==> config.mk <==
export PLATFORM = sky130hd
export DESIGN_NAME = rf_compare_engine
export DESIGN_NICKNAME = d
export VERILOG_FILES = /design/src/rtl/philv_tb_pkg.sv /design/src/rtl/rf_cmp_counter.sv /design/src/rtl/rf_compare_engine.sv
export SDC_FILE = /design/constraint.sdc
export NUM_CORES = 1
export LEC_CHECK = 0
export ABC_CLOCK_PERIOD_IN_PS = 1500
export CAP_MARGIN = 20
export CORE_ASPECT_RATIO = 2
export CORE_MARGIN = 3
export CORE_UTILIZATION = 37
export CTS_CLUSTER_DIAMETER = 40
export CTS_CLUSTER_SIZE = 40
export DETAILED_ROUTE_END_ITERATION = 7
export PLACE_DENSITY_LB_ADDON = 0.1
export SYNTH_ARGS = -nofsm -noshare
export SYNTH_HDL_FRONTEND = slang
export SYNTH_SLANG_ARGS = --single-unit
==> constraint.sdc <==
create_clock -name clk -period 1.5 [get_ports clk]
set_input_delay 0.15 -clock clk [delete_from_list [all_inputs] [get_ports clk]]
set_output_delay 0.15 -clock clk [all_outputs]
set_load 0.03 [all_outputs]
==> src/rtl/philv_tb_pkg.sv <==
// Shared definitions for the register-file compare engine: FSM encoding and
// default sizing.
package philv_tb_pkg;

  localparam int DEF_XLEN       = 32;
  localparam int DEF_NUM_REGS   = 32;
  localparam int DEF_RUN_CYCLES = 1000;

  typedef enum logic [2:0] {
    ST_IDLE  = 3'd0,
    ST_RUN   = 3'd1,
    ST_CMP   = 3'd2,
    ST_DRAIN = 3'd3,
    ST_DONE  = 3'd4
  } state_t;

endpackage

==> src/rtl/rf_cmp_counter.sv <==
// Up-counter from 0 to MAX-1 with a terminal flag; wraps to 0 when advanced
// past the terminal value.
module rf_cmp_counter #(
  parameter int WIDTH = 8,
  parameter int MAX   = 256
) (
  input  logic             clk,
  input  logic             rstb,
  input  logic             clr,
  input  logic             en,
  output logic [WIDTH-1:0] count,
  output logic             term
);

  localparam logic [WIDTH-1:0] LAST = WIDTH'(MAX - 1);

  logic [WIDTH-1:0] cnt_q;
  logic [WIDTH-1:0] cnt_d;

  assign term  = (cnt_q == LAST);
  assign count = cnt_q;

  always_comb begin
    cnt_d = cnt_q;
    if (clr) begin
      cnt_d = '0;
    end else if (en) begin
      cnt_d = term ? '0 : cnt_q + WIDTH'(1);
    end
  end

  always_ff @(posedge clk) begin
    if (!rstb) begin
      cnt_q <= '0;
    end else begin
      cnt_q <= cnt_d;
    end
  end

endmodule

==> src/rtl/rf_compare_engine.sv <==
// Register-file compare engine: runs the core for a fixed time, then reads every
// register and compares it with an expected-value store, reporting errors.
module rf_compare_engine
  import philv_tb_pkg::*;
#(
  parameter int  XLEN          = DEF_XLEN,
  parameter int  NUM_REGS      = DEF_NUM_REGS,
  parameter int  RUN_CYCLES    = DEF_RUN_CYCLES,
  parameter bit  STOP_ON_FIRST = 1'b0,
  localparam int IDX_W         = $clog2(NUM_REGS)
) (
  input  logic             clk,
  input  logic             rstb,
  input  logic             start,
  output logic             run_en,
  output logic [IDX_W-1:0] rf_raddr,
  input  logic [XLEN-1:0]  rf_rdata,
  output logic [IDX_W-1:0] exp_raddr,
  input  logic [XLEN-1:0]  exp_rdata,
  output logic             busy,
  output logic             done,
  output logic             pass,
  output logic [IDX_W:0]   err_count,
  output logic [IDX_W-1:0] first_err_idx,
  output logic             first_err_vld
);

  localparam int             RUN_W   = (RUN_CYCLES > 1) ? $clog2(RUN_CYCLES) : 1;
  localparam logic [IDX_W:0] ERR_MAX = (IDX_W + 1)'(NUM_REGS);

  function automatic logic [IDX_W:0] sat_inc(input logic [IDX_W:0] v);
    if (v >= ERR_MAX) begin
      return v;
    end
    return v + (IDX_W + 1)'(1);
  endfunction

  state_t           state_q, state_d;
  logic             issue_end_q, issue_end_d;
  logic             rd_vld_p1_q, rd_vld_p1_d;
  logic [IDX_W-1:0] rd_idx_p1_q, rd_idx_p1_d;
  logic [IDX_W:0]   err_count_q, err_count_d;
  logic [IDX_W-1:0] first_err_idx_q, first_err_idx_d;
  logic             first_err_vld_q, first_err_vld_d;
  logic             done_q, done_d;

  logic             start_run;
  logic             issuing;
  logic             mismatch;
  logic             run_term;
  logic [RUN_W-1:0] run_cnt_unused;
  logic [IDX_W-1:0] idx_cnt;
  logic             idx_term;

  rf_cmp_counter #(.WIDTH(RUN_W), .MAX(RUN_CYCLES)) u_run_cnt (
    .clk   (clk),
    .rstb  (rstb),
    .clr   (start_run),
    .en    (run_en),
    .count (run_cnt_unused),
    .term  (run_term)
  );

  rf_cmp_counter #(.WIDTH(IDX_W), .MAX(NUM_REGS)) u_idx_cnt (
    .clk   (clk),
    .rstb  (rstb),
    .clr   (start_run),
    .en    (issuing),
    .count (idx_cnt),
    .term  (idx_term)
  );

  assign run_en        = (state_q == ST_RUN);
  assign busy          = (state_q == ST_RUN) || (state_q == ST_CMP) || (state_q == ST_DRAIN);
  assign issuing       = (state_q == ST_CMP) && !issue_end_q;
  assign rf_raddr      = issuing ? idx_cnt : '0;
  assign exp_raddr     = rf_raddr;
  assign done          = done_q;
  assign pass          = (state_q == ST_DONE) && (err_count_q == '0);
  assign err_count     = err_count_q;
  assign first_err_idx = first_err_idx_q;
  assign first_err_vld = first_err_vld_q;

  always_comb begin
    state_d         = state_q;
    issue_end_d     = issue_end_q;
    err_count_d     = err_count_q;
    first_err_idx_d = first_err_idx_q;
    first_err_vld_d = first_err_vld_q;
    start_run       = 1'b0;
    rd_vld_p1_d     = issuing;
    rd_idx_p1_d     = idx_cnt;
    // p1: data returned for the index issued last cycle is compared here
    mismatch        = (state_q == ST_CMP) && rd_vld_p1_q && (rf_rdata != exp_rdata);

    case (state_q)
      ST_IDLE, ST_DONE: begin
        if (start) begin
          start_run       = 1'b1;
          state_d         = ST_RUN;
          issue_end_d     = 1'b0;
          err_count_d     = '0;
          first_err_idx_d = '0;
          first_err_vld_d = 1'b0;
        end
      end
      ST_RUN: begin
        if (run_term) begin
          state_d = ST_CMP;
        end
      end
      ST_CMP: begin
        if (issuing && idx_term) begin
          issue_end_d = 1'b1;
        end
        if (mismatch) begin
          err_count_d = sat_inc(err_count_q);
          if (!first_err_vld_q) begin
            first_err_idx_d = rd_idx_p1_q;
            first_err_vld_d = 1'b1;
          end
        end
        // Early stop leaves the read issued this cycle to die in DRAIN.
        if ((mismatch && STOP_ON_FIRST) || (issue_end_q && rd_vld_p1_q)) begin
          state_d = ST_DRAIN;
        end
      end
      ST_DRAIN: begin
        state_d = ST_DONE;
      end
      default: begin
        state_d = ST_IDLE;
      end
    endcase

    done_d = (state_d == ST_DONE) && (state_q != ST_DONE);
  end

  always_ff @(posedge clk) begin
    if (!rstb) begin
      state_q         <= ST_IDLE;
      issue_end_q     <= 1'b0;
      rd_vld_p1_q     <= 1'b0;
      err_count_q     <= '0;
      first_err_idx_q <= '0;
      first_err_vld_q <= 1'b0;
      done_q          <= 1'b0;
    end else begin
      state_q         <= state_d;
      issue_end_q     <= issue_end_d;
      rd_vld_p1_q     <= rd_vld_p1_d;
      err_count_q     <= err_count_d;
      first_err_idx_q <= first_err_idx_d;
      first_err_vld_q <= first_err_vld_d;
      done_q          <= done_d;
    end
  end

  always_ff @(posedge clk) begin
    rd_idx_p1_q <= rd_idx_p1_d;
  end

endmodule

Yosys cells after proc, flatten, opt, wreduce, memory -nomap -nowiden
Index checks and enable logic that the tools add are counted.
W data, S select, Z words.
{"block": "totals", "latch_bits": 0, "regBits": 38, "output_inout_bits": 26, "rom_bits": 0, "input_bits": 67, "ram_bits": 0, "word_cells": 73, "memories": 0}
{"block": "op_classes", "add_sub_neg": 3, "eq_ne": 14, "n_mux": 25, "n_bitwise": 1, "n_lt_le_gt_ge": 1, "shifts": 0, "div_mod_pow": 0, "mul": 0, "n_reduce_logical": 19}
{"operator": "$ne A32 B32 Y1", "n": 1}
{"operator": "$mux W5", "n": 5}
{"operator": "$mux W6", "n": 3}
{"operator": "$pmux W3 S4", "n": 1}
{"operator": "$pmux W6 S2", "n": 1}
{"operator": "$add A10 B1 Y10 const B", "n": 1}
{"operator": "$eq A10 B10 Y1 const B", "n": 1}
{"operator": "$mux W10", "n": 1}
{"operator": "$pmux W5 S2", "n": 1}
{"operator": "$mux W3", "n": 3}
{"operator": "$mux W1", "n": 8}
{"operator": "$reduce_and A4 Y1", "n": 2}
{"operator": "$logic_and A1 B1 Y1", "n": 7}
{"operator": "$add A6 B1 Y6 const B", "n": 1}
{"operator": "$eq A3 B2 Y1 const B", "n": 2}
{"operator": "$eq A3 B3 Y1 const B", "n": 2}
{"operator": "$ge A6 B6 Y1 const B", "n": 1}
{"operator": "$logic_not A6 Y1", "n": 1}
{"operator": "$ne A2 B2 Y1 const B", "n": 3}
{"operator": "$ne A3 B3 Y1 const B", "n": 2}
{"operator": "$reduce_and A3 Y1", "n": 2}
{"operator": "$add A5 B1 Y5 const B", "n": 1}
{"operator": "$eq A5 B5 Y1 const B", "n": 1}
{"operator": "$pmux W1 S2", "n": 2}
{"operator": "other kinds (8)", "n": 10}

Depth between registers and ports, before layout
{"block": "logic_depth", "depth_word": 8, "ltp_mapped": 7, "depth_no_buf": 7}

Modules after synthesis
A second synthesis with hierarchy kept.
{"block": "hier_totals", "hier_cells": 247, "area_unflattened_um2": 2193.4}
{"module": "rf_compare_engine", "cells_each": 172, "n_inst": 1, "seq_area_each_um2": 460.4, "area_per_inst_um2": 1433.9}
{"module": "rf_cmp_counter at u_run_cnt", "cells_each": 52, "n_inst": 1, "seq_area_each_um2": 200.2, "area_per_inst_um2": 504.2}
{"module": "rf_cmp_counter at u_idx_cnt", "cells_each": 23, "n_inst": 1, "seq_area_each_um2": 100.1, "area_per_inst_um2": 255.2}

Worst setup path before layout
Ideal clock, no wire load.
{"block": "synth_path", "path_type": "flip-flop to output port", "startpoint": "reg err_count_q[0], in the netlist err_count[0]", "endpoint": "out pass", "t_required_ps": 1350, "arrival_time_ps": 1896, "slack_ps": -546, "path_buffers": 0, "stages_incl_launch_ff": 5, "cell_sequence": "dfxtp_1 > inv_1 > ha_1 > or4b_2 > nor3_1"}
{"block": "synth_via", "elab_chain_len": 2}
{"item": "start: declaration", "line": "rf_compare_engine.sv:42", "source": "logic [IDX_W:0] err_count_q, err_count_d;"}
{"item": "start signal: assignment", "line": "rf_compare_engine.sv:152", "source": "err_count_q <= err_count_d;"}
{"item": "$logic_not A6 Y1", "line": "rf_compare_engine.sv:79", "source": "assign pass = (state_q == ST_DONE) && (err_count_q == '0);"}
{"item": "$logic_and A1 B1 Y1", "line": "rf_compare_engine.sv:79"}
{"item": "end: declaration", "line": "rf_compare_engine.sv:22", "source": "output logic pass,"}
Every way passes these cells.

Worst setup path in the final report
Ends and elaborated chain as after synthesis.

==> metrics.cfg <==
[sta]
hold_viol_final = 0
tightest_slew_ns = 0.345
finalSetupTns_ns = -2.82
finalCritPeriodShare_pct = 117
min_period_ns = 1.76
maxSlewViolCount = 0
max_slew_margin_pct = 77.0
worst_slack_ns = -0.260
skew_ns = 0.00460
worst_hold_slack_ns = 0.396
setup_viol = 25
clock.fmax_ghz = 0.568
rsz0062_at_grt = yes

[synth]
synth_seq_area_share_pct = 37.3
synth_fp_nets = 307
syn_inst = 235
synth_edf_count = 0
synth_area_per_cell_sq_um = 8.68
synth_top_flop_cell = dfxtp_1
ys_ff_latch = 38
async_reset_ff_share_pct = 0
yosysWarnings = 0
netlist_area_sq_mm = 0.00204
synth.distinct_cells = 40

[final_layout]
multi_input_area_sq_mm = 0.00152
nNetsFinal = 455
instances_no_fill = 443
drive_above_1_share_pct = 40.1
nFillCells = 391
finalInstanceArea_sq_mm = 0.00389
area_growth_pct = 90.7
seq_area_sq_um = 777

[setup_path]
path_class = reg -> out
critPathTopFamily = simple AND/OR/NAND/NOR gates
cp_slowest_stage_delay_ns = 0.47
cp_data_arrival_time_ns = 1.61
path_buf_inv = 2
path_max_fanout = 2
crit_path_cell_trace = inv_4 > ha_4 > or4b_4 > nor3_4 > buf_6
cp-end-kind = output port
cp_slowest_cell = or4b_4
worst_setup_path_start_kind = flop
crit_required_ns = 1.35

[place]
place_inst = 415
port_buffers = 92
post-place-ws_ns = -0.636
gp_congestion = 0.780
post_dp_cell_area_sq_mm = 0.00331
hpwl_mm = 4.95

[route]
antenna_left = 0
viasPerCell = 5.07
routed_wl_mm = 6.61
num_vias = 2244
routedWlPerCell_um = 14.9
dr.pass1.iters = 6
drc = 0
drtIter0Drc = 46

[global_route]
grt_start_max_net_pins = 13
first_global_vias = 2399
grtUsageTotal_pct = 20.7
gr-total-overflow = 0
antenna_found_initial = 1
grt_first_pass_wirelength_mm = 10.6

[die]
die_w_um = 58.5
design.core.area_sq_mm = 0.00523
die_y_um = 111
initial_core_util_pct = 39.0
dieArea_sq_mm = 0.00649
io_pins = 93
fp-row-count = 37

[cts]
cts_tree = done
cts_buffers = 5
clockBufferDepth = 2
cts_root_buffer = clkbuf_8
clkLatencyLatePin_ns = 0.29
path_clk_slew_ns = 0.08
hold_buffers = 0
cts_htree_levels = 2
clkSinkCount = 38

[pwr]
p_per_area_mw_per_mm2 = 616
p_leak_nw = 1.74
ir_drop_mv = 0.709

[outcome]
status = finished, violations left
violations = setup timing

[flow_run]
maxCapViolations = 0

[worst_hold_path]
worst_hold_path_type = reg -> reg

## cells by family (layout without fill, tap and decap cells)
logic type               Yosys count  count (layout)  synth area share, %
AND/OR/NAND/NOR                  107             107                 27.9
AO/OA/AOI/OAI                     27              27                 8.22
multiplexers                       7               7                 3.44
flip-flops                        38              38                 37.3
buffers and inverters             12             161                 3.37
adder cells (fa/ha/maj)            5               5                 3.07
XOR/XNOR                          39              39                 16.7
other                              0               1                    0
## sequential cells by signal, summed over array words and instances, names as in the netlist
register	count
u_run_cnt.count	10
done	1
issue_end_q	1
u_idx_cnt.count	5
rd_vld_p1_q	1
state_q	3
first_err_idx	5
rd_idx_p1_q	5
first_err_vld	1
err_count	6
## worst register-to-register path, stage by stage (launching register included)
cell	delay, ns
dfxtp_4	0.36
buf_6	0.11
or3b_4	0.44
nor2_4	0.15
nand3_4	0.10
or3_4	0.34
a21oi_2	0.13
## cell usage after synthesis (3+ instances only)
cell type	n	area, sq um
nor3b_1	3	22.5
dfxtp_1	38	761
o21ai_0	7	35.0
nand3_1	9	45.0
nand2_1	30	113
xnor2_1	3	26.3
or3_1	4	25.0
a21oi_1	9	45.0
nand3b_1	4	30.0
mux2i_1	7	70.1
nor4_1	8	50.1
buf_4	6	45.0
xor2_1	36	315
ha_1	5	62.6
nand4_1	4	25.0
and3_1	3	18.8
and2_1	9	56.3
nor2_1	19	71.3
## what timing repair did
| item | CTS | global route |
|---|---|---|
| pin swaps | 61 | 44 |
| setup buffers | 13 | 7 |
| resized for setup | 143 | 63 |
| endpoints found under the hold margin | 0 | 0 |
| endpoints found under the setup margin | 43 | 43 |
## layer usage
layer | global-route usage (%) | up-vias | wire, um
li1 | - | 1104 | -
met2 | 42.4 | 68 | 4110
met3 | 3.96 | 8 | 281
met1 | 18.3 | 1064 | 2130
met4 | 6.35 | 0 | 83
met5 | 0 | - | 0
## power by group
group | total (W) | switching, W | internal [W]
Clock | 0.00102 | 0.000374 | 0.000643
Sequential | 0.00101 | 0.00000657 | 0.00101
Combinational | 0.000365 | 0.000155 | 0.000210
Total | 0.00240 | 0.000536 | 0.00186
## final timing paths
check / start / slack (ns) / cells past startpoint / endpoint
hold / removal: u_idx_cnt.count[4] / 0.40 / 0 / rd_idx_p1_q[4]
setup / recovery: err_count[0] / -0.26 / 5 / pass
setup reg to reg: state_q[1] / -0.19 / 6 / u_run_cnt.count[7]
hold reg to reg: u_idx_cnt.count[4] / 0.40 / 0 / rd_idx_p1_q[4]
## layout make-up
| cell class | count | share of cell area, % |
|---|---|---|
| multi-input combinational | 185 | 39.1 |
| timing repair buffer | 150 | 35.0 |
| sequential | 38 | 20.0 |
| clock buffer | 7 | 2.77 |
| tap | 58 | 1.87 |
| clock inverter | 1 | 0.772 |
| inverter | 3 | 0.483 |
| antenna | 1 | 0.0644 |
## stage by stage
step / power, W / utilization [%]
finish: 0.00240 / 74.3
global route: 0.00248 / 74.3
CTS: 0.00238 / 70.5
detailed placement: 0.00141 / 63.3
global placement: 0.00141 / 63.3
floorplan: 0.00116 / -
## cells in the final DEF (no fill, tap or decap), types with 3 or more instances in the layout
cell type / count
nand2_1: 26
and2_4: 6
buf_4: 40
nand2_4: 3
nand3_1: 6
nand3b_1: 4
xor2_1: 35
nor2_1: 13
nor4_2: 5
o21ai_0: 6
dfxtp_1: 31
a21oi_2: 4
and2_1: 3
clkbuf_8: 6
nor4_1: 3
nand3_2: 3
nor2_4: 4
nor2_2: 3
dlygate4sd2_1: 49
dfxtp_4: 3
nor3_4: 3
dfxtp_2: 4
buf_6: 31
clkbuf_2: 7
clkdlybuf4s50_1: 4
mux2i_1: 7
dlymetal6s2s_1: 4
nand4_1: 4
clkdlybuf4s15_1: 12
and3_1: 3
a21oi_1: 5
(Power assumes the default switching activity.)
